$ cat src/rtl/reg_bank_arbiter.sv
// Round-robin write arbiter in front of a 2**ADDR_W x DATA_W flip-flop bank; one shared combinational read port.
// Latency: req sampled -> gnt next cycle -> bank write + one-cycle ack the cycle after; one write per 2 cycles.
// Backpressure: requesters hold req until ack; optional write protect via `define REG_BANK_ARBITER_WPROT_EN.
module reg_bank_arbiter #(
   parameter int N_REQ  = 4,
   parameter int DATA_W = 8,
   parameter int ADDR_W = 2
) (
   input  logic                      clk,
   input  logic                      reset,
   input  logic [N_REQ-1:0]          req,
   input  logic [N_REQ*ADDR_W-1:0]   wr_addr,
   input  logic [N_REQ*DATA_W-1:0]   wr_data,
   output logic [N_REQ-1:0]          gnt,
   output logic [N_REQ-1:0]          ack,
   output logic                      busy,
`ifdef REG_BANK_ARBITER_WPROT_EN
   input  logic [(2**ADDR_W)-1:0]    wprot,
   output logic                      err,
`endif
   input  logic [ADDR_W-1:0]         rd_addr,
   output logic [DATA_W-1:0]         rd_data
);

   localparam int DEPTH = 2**ADDR_W;
   localparam int PTR_W = $clog2(N_REQ);

   typedef enum logic {IDLE, WRITE} state_t;

   state_t              state_q, state_d;
   logic [N_REQ-1:0]    gnt_q, gnt_d;
   logic [N_REQ-1:0]    ack_q, ack_d;
   logic [PTR_W-1:0]    ptr_q, ptr_d;
   logic [PTR_W-1:0]    win_q, win_d;
   logic [ADDR_W-1:0]   cap_addr_q, cap_addr_d;
   logic [DATA_W-1:0]   cap_data_q, cap_data_d;
   logic [DATA_W-1:0]   bank_q [DEPTH];
   logic                bank_we;
   logic [N_REQ-1:0]    elig;
   logic                found;
   logic [PTR_W-1:0]    winner;
`ifdef REG_BANK_ARBITER_WPROT_EN
   logic                err_q, err_d;
`endif

   // A requester whose ack is still high may drop req one edge late; mask it.
   assign elig = req & ~ack_q;

   always_comb begin
      int idx;
      found  = 1'b0;
      winner = '0;
      idx    = 0;
      for (int k = 0; k < N_REQ; k++) begin
         idx = int'(ptr_q) + k;
         if (idx >= N_REQ) idx = idx - N_REQ;
         if (!found && elig[idx]) begin
            found  = 1'b1;
            winner = PTR_W'(idx);
         end
      end
   end

   always_comb begin
      state_d    = state_q;
      gnt_d      = '0;
      ack_d      = '0;
      ptr_d      = ptr_q;
      win_d      = win_q;
      cap_addr_d = cap_addr_q;
      cap_data_d = cap_data_q;
      bank_we    = 1'b0;
`ifdef REG_BANK_ARBITER_WPROT_EN
      err_d      = 1'b0;
`endif
      case (state_q)
         IDLE: begin
            if (found) begin
               gnt_d      = N_REQ'(1) << winner;
               win_d      = winner;
               cap_addr_d = wr_addr[int'(winner)*ADDR_W +: ADDR_W];
               cap_data_d = wr_data[int'(winner)*DATA_W +: DATA_W];
               state_d    = WRITE;
            end
         end
         WRITE: begin
            ack_d   = gnt_q;
            ptr_d   = (win_q == PTR_W'(N_REQ-1)) ? '0 : win_q + 1'b1;
            state_d = IDLE;
`ifdef REG_BANK_ARBITER_WPROT_EN
            bank_we = ~wprot[cap_addr_q];
            err_d   = wprot[cap_addr_q];
`else
            bank_we = 1'b1;
`endif
         end
         default: state_d = IDLE;
      endcase
   end

   always_ff @(posedge clk or negedge reset) begin
      if (!reset) begin
         state_q    <= IDLE;
         gnt_q      <= '0;
         ack_q      <= '0;
         ptr_q      <= '0;
         win_q      <= '0;
         cap_addr_q <= '0;
         cap_data_q <= '0;
`ifdef REG_BANK_ARBITER_WPROT_EN
         err_q      <= 1'b0;
`endif
      end else begin
         state_q    <= state_d;
         gnt_q      <= gnt_d;
         ack_q      <= ack_d;
         ptr_q      <= ptr_d;
         win_q      <= win_d;
         cap_addr_q <= cap_addr_d;
         cap_data_q <= cap_data_d;
`ifdef REG_BANK_ARBITER_WPROT_EN
         err_q      <= err_d;
`endif
      end
   end

   always_ff @(posedge clk or negedge reset) begin
      if (!reset) begin
         for (int i = 0; i < DEPTH; i++) bank_q[i] <= '0;
      end else if (bank_we) begin
         bank_q[cap_addr_q] <= cap_data_q;
      end
   end

   assign gnt     = gnt_q;
   assign ack     = ack_q;
   assign busy    = (state_q == WRITE);
   assign rd_data = bank_q[rd_addr];
`ifdef REG_BANK_ARBITER_WPROT_EN
   assign err     = err_q;
`endif

endmodule

$ cat config.mk
export PLATFORM = sky130hd
export DESIGN_NAME = reg_bank_arbiter
export DESIGN_NICKNAME = d
export VERILOG_FILES = /design/src/rtl/reg_bank_arbiter.sv
export SDC_FILE = /design/constraint.sdc
export NUM_CORES = 1
export LEC_CHECK = 0
export BUFFER_PORTS_ARGS = -buffer_cell sky130_fd_sc_hd__buf_2
export CAP_MARGIN = 20
export CORE_UTILIZATION = 40
export DETAILED_ROUTE_END_ITERATION = 12
export SLEW_MARGIN = 5
export SYNTH_ARGS = -nofsm -noshare
export SYNTH_HDL_FRONTEND = slang
export SYNTH_SLANG_ARGS = --single-unit
$ cat constraint.sdc
create_clock -name clk -period 2.2 [get_ports clk]
set_input_delay 0.11 -clock clk [delete_from_list [all_inputs] [get_ports clk]]
set_output_delay 0.11 -clock clk [all_outputs]
set_load 0.005 [all_outputs]
## Yosys cells after proc, flatten, opt, wreduce, memory -nomap -nowiden

Cells that the tools add are included.

- Add/subtract/negate cells: 8
- $lt $le $gt $ge: 11
- Eq/ne operators: 1
- Shift-type cells: 3
- Mux-type cells: 37
- Bitwise logic cells: 5
- Reduce and logical (&&, ||, !) cells: 8

Operator list:

| cell | count |
|---|---|
| less-than comparator 32 x 4 -> 1 bit (second input constant) | 4 |
| two-way mux 32 bit | 4 |
| bitwise mux 32 bit | 1 |
| variable part select 32 x 6 -> 8 bit | 1 |
| two-way mux 8 bit | 3 |
| binary-select mux 8 bit (select 2 bit) | 1 |
| demux 8 bit (select 2 bit) | 1 |
| greater-or-equal comparator 3 bit (second input constant) | 5 |
| two-way mux 1 bit | 14 |
| two-way mux 4 bit | 3 |
| subtractor 3 x 3 -> 4 bit (second input constant) | 3 |
| two-way mux 2 bit | 5 |
| binary-select mux 1 bit (select 2 bit) | 4 |
| variable part select 8 x 4 -> 2 bit | 1 |
| adder 2 x 2 -> 3 bit (second input constant) | 2 |
| inverter 2 -> 3 bit | 2 |
| bitwise AND 4 bit | 1 |
| logical AND 1 bit | 4 |
| inverter 4 bit | 1 |
| left shift 1 x 2 -> 4 bit (first input constant) | 1 |
| subtractor 2 x 3 -> 4 bit (second input constant) | 1 |
| adder 2 x 1 -> 3 bit (second input constant) | 1 |
| greater-or-equal comparator 2 x 3 -> 1 bit (second input constant) | 1 |
| logical NOT 1 bit | 3 |
| other kinds (6) | 6 |

- Register bits: 55
- Bits of input ports: 48
- Output and inout bits: 17
- Word-level logic and storage cells: 84

## Depth between registers and ports, before layout

- Depth after elaboration: 18
- Depth in mapped cells: 6
- Gate-level depth less buffers: 5

## Least setup slack after synthesis

No wires, ideal clock.

- Kind: reg2reg
- Start point: register ack_q[3], in the netlist ack[3]
- End point: register cap_data_q[0]
- Library setup time: 138 ps
- Arrival time: 1472 ps
- Required time: 2062 ps
- Slack: 590 ps
- Cell stages (with the launch flop): 7
- Path buffers: 1
- Period minus slack after synthesis: 1610 ps
- Path through: dfrtp_1 -> nand2b_1 -> o21bai_1 -> a221o_1 -> buf_6 -> mux2i_1 -> o221ai_1

- Word-level cells in the longest chain between the ends: 16
- Elaborated cells on any way between the ends: 30
- Classes of those cells: 1 x shift; 20 x mux; 2 x bitwise; 7 x reduce/logical

Ends and longest elaborated chain:

| element | RTL line | RTL |
|---|---|---|
| from (decl) | 32 | `logic [N_REQ-1:0] ack_q, ack_d;` |
| from (signal assigned) | 116 | `ack_q <= ack_d;` |
| inverter 4 bit * | 47 | `assign elig = req & ~ack_q;` |
| bitwise AND 4 bit * | 47 |  |
| binary-select mux 1 bit (select 2 bit) | 57 | `if (!found && elig[idx]) begin` |
| two-way mux 1 bit (implied by the code) (2 in series) | 57 |  |
| two-way mux 1 bit | 57 |  |
| logical NOT 1 bit | 57 |  |
| logical AND 1 bit | 57 |  |
| two-way mux 1 bit | 57 |  |
| logical NOT 1 bit | 57 |  |
| logical AND 1 bit | 57 |  |
| two-way mux 1 bit | 57 |  |
| logical NOT 1 bit | 57 |  |
| logical AND 1 bit | 57 |  |
| two-way mux 2 bit or two-way mux 1 bit (tied branches) | 57 |  |
| variable part select 32 x 6 -> 8 bit or AND reduction 2 bit (tied branches) | n/a |  |
| to (signal assigned) | 120 | `cap_data_q <= cap_data_d;` |
| to (decl) | 36 | `logic [DATA_W-1:0] cap_data_q, cap_data_d;` |

Every way passes the cells marked *; elsewhere a longest branch is shown, timed or not. The select of a mux whose other input is x is not followed.
A chain may end at the register's enable or synchronous reset.

## Worst setup path after layout

- Start point: register ack_q[0], in the netlist ack[0]
- End point: register cap_data_q[3]

The elaborated chain is that of the path after synthesis.

==> metrics.md <==
| Metric | Value |
|---|---|
| I/O pins | `65` |
| Kind of cell adding the most delay to the critical path | `compound AO/OA/AOI/OAI gates` |
| Drt pass-1 iters | `4` |
| Synthesized flop and latch total | `55` |
| Height of the die | `82.5 um` |
| DRT iter0 DRCs | `70` |
| Core area | `0.00610 mm2` |
| CP Launch Point | `ack[0]$_DFF_PN0_` |
| Clock transition at path regs | `90 ps` |
| Cts repair resizes | `0` |
| Syn nets | `234` |
| Tmin final | `1830 ps` |
| Gr usage total | `17.3%` |
| Worst hold margin | `121 ps` |
| Final core utilization | `51.6%` |
| FF-to-FF End | `cap_data_q[3]$_DFFE_PN0P_` |
| CTS root buffer | `clkbuf_8` |
| Worst Setup EP | `cap_data_q[3]$_DFFE_PN0P_` |
| First-pass GRT wire length | `8560 um` |
| Class of the worst hold path | `input pin to flip-flop` |
| Final setup viols | `0` |
| Distinct cells, synth | `32` |
| ANT nets after route | `0` |
| N_diodes | `0` |
| Crit. End Element | `flip-flop` |
| Clock buffer depth | `2` |
| Worst-path fanout max | `20` |
| LEAKAGE | `1.55 nW` |
| Critical path class | `flip-flop to flip-flop` |
| Setup TNS Final | `0 ps` |
| Slew Viols, Final | `0` |
| Setup slack, reg-to-reg | `370 ps` |
| Worst path required time | `2370 ps` |
| Synth warnings | `0` |
| Syn_area_per_cell | `14.0 um2` |
| Total Routed Length | `5250 um` |
| Crit-path slowest cell | `dfrtp_1` |
| Total gr overflow | `0` |
| # nets final | `303` |
| Worst Setup Start Kind | `flip-flop` |
| Worst reg2reg startpoint | `ack[0]$_DFF_PN0_` |
| Postcts setup bufs | `0` |
| Layout cells sized above 1 | `48.2%` |
| R2R cell count | `6` |
| Die Area | `0.00681 mm2` |
| Drc violations | `0` |
| CTS H-Tree Depth | `2` |
| Instance count on the critical path | `6` |
| Site row count | `28` |
| Vias | `1,724` |
| Status | `finished, final reports clean` |
| MaxCap Viol Count | `0` |
| Sequential area share after synthesis | `53.1%` |
| CTS buffer count | `5` |
| Final Hold Fails | `0` |
| Power per cell area | `1370 mW/mm2` |
| Worst IR Drop VDD | `0.477 mV` |
| Placed wire-length estimate | `3840 um` |
| Port Buffer Count | `64` |
| RSZ-0062 raised after global routing | `false` |
| Hold wc startpoint | `wr_data[10]` |
| Skew final | `4.41 ps` |
| Initial antenna violation count | `0` |
| Drt wl/cell | `15.9 um` |
| WP buf/inv | `1` |
| CTS tree | `built` |
| Vias in the first global route | `1,732` |
| Die Span X | `82.5 um` |
| F_max | `0.545 GHz` |
| Syn-to-layout area delta | `21.3%` |
| GPL Wtd Cong | `0.815` |
| Mapped Cells | `185` |
| Sink Count | `55` |
| Relative slew margins | `61.1%` |
| Slew @ Worst Pin | `584 ps` |
| Crit path largest cell delay | `390 ps` |
| Worst-Skew Late Latency | `300 ps` |
| Crit path cell chain | `nand2b_1, o31ai_2, a221o_1, buf_12, mux2i_1, o221ai_1` |
| Hold buffer count at cts | `1` |
| Final period utilization | `83.3%` |
| Initial Util | `42.5%` |
| Largest net degree at the start of global routing | `32` |
| Vias per cell | `5.22` |
| Mapped Area | `0.00259 mm2` |
| CP Data Arrival Time | `2000 ps` |
-- tightest hold or removal path, cell delays in order --
cell,delay (ps)
buf_2,70
mux2i_1,50
o221ai_1,150
-- sequential cells by signal (all words and copies together), names as in the netlist --
| register | count |
|---|---|
| ack | 4 |
| bank_q | 32 |
| busy | 1 |
| cap_addr_q | 2 |
| cap_data_q | 8 |
| gnt | 4 |
| ptr_q | 2 |
| win_q | 2 |
-- per-stage QoR --
step	cell area, um2	power [mW]	std cells	worst slack, ps
final	3140	4.30	330	367
after global routing	3140	4.58	330	281
after CTS	3140	4.34	330	387
after detailed placement	3020	3.65	321	413
after global placement	3020	3.62	321	400
after floorplan	2590	3.10	185	590
-- how the worst min path moves through the flow --
| stage | endpoint | cells past startpoint |
|---|---|---|
| CTS | cap_data_q[2]$_DFFE_PN0P_ | 3 |
| finish | cap_data_q[2]$_DFFE_PN0P_ | 3 |
| floorplan | ack[0]$_DFF_PN0_ | 0 |
| global route | cap_data_q[5]$_DFFE_PN0P_ | 3 |
| detailed placement | bank_q[25]$_DFFE_PN0P_ | 1 |
| global placement | bank_q[17]$_DFFE_PN0P_ | 1 |
-- power breakdown --
part / total (mW) / switching, mW / internal [mW]
Sequential: 1.85 / 0.362 / 1.49
Clock: 0.682 / 0.313 / 0.368
Combinational: 1.76 / 0.752 / 1.01
-- area by class of cell --
cell class / count / area [um2]
Clock buffer: 6 / 82.6
Clock inverter: 2 / 35.0
Fill cell: 535 / 2950
Inverter: 1 / 3.75
Multi-Input combinational cell: 122 / 1170
Sequential cell: 55 / 1380
Tap cell: 75 / 93.8
Timing Repair Buffer: 69 / 385
-- kinds of logic (layout without fill, tap and decap cells) --
logic type      Yosys count  count (layout)  share of synthesized area (%)
flops                    55              55                           53.1
compound gates           20              20                           6.56
simple gates             39              39                           8.54
mux                      62              62                           29.4
buf+inv                   8              78                           1.88
fa+ha+maj                 1               1                          0.483
-- synth_stat cells --
cell	instances	area, um2
a221o_1	1	10.0
a41o_1	1	10.0
and2_1	5	31.3
and3b_1	1	8.76
buf_1	1	3.75
buf_2	3	15.0
buf_6	2	22.5
clkbuf_1	1	3.75
dfrtp_1	55	1380
ha_1	1	12.5
inv_1	1	3.75
mux2_2	34	383
mux2i_1	20	200
mux4_2	8	180
nand2_1	15	56.3
nand2_2	1	6.26
nand2b_1	4	25.0
nand3_1	1	5.00
nand3b_1	2	15.0
nand4bb_1	1	11.3
nor2_1	5	18.8
nor3b_1	1	7.51
nor3b_2	2	25.0
o21a_1	2	15.0
o21ai_0	1	5.00
o21bai_1	1	7.51
o221ai_1	10	87.6
o22a_1	1	8.76
o22ai_1	1	6.26
o31ai_1	1	7.51
o31ai_2	1	12.5
or4_4	1	11.3
-- routing by layer --
layer  GRT usage [%]  up-vias  part of all wire, %
met5               0        -                    0
met4            4.66        0                  1.1
met3            3.96        5                  4.4
met2            25.5       55                   45
met1            25.6      835                   49
li1                -      829                    -
-- cell usage in the layout (no fill, tap or decap), types with 2 or more instances in the layout --
master	netlist	routed
and2_1	5	5
buf_12	0	2
buf_2	3	64
buf_4	0	2
clkbuf_8	0	6
dfrtp_1	55	55
mux2_2	34	34
mux2i_1	20	20
mux4_2	8	8
nand2_1	15	15
nand2b_1	4	4
nand3b_1	2	2
nor2_1	5	5
nor3b_2	2	2
o21a_1	2	2
o221ai_1	10	10
Note: power is estimated with default switching activity, not from simulation.
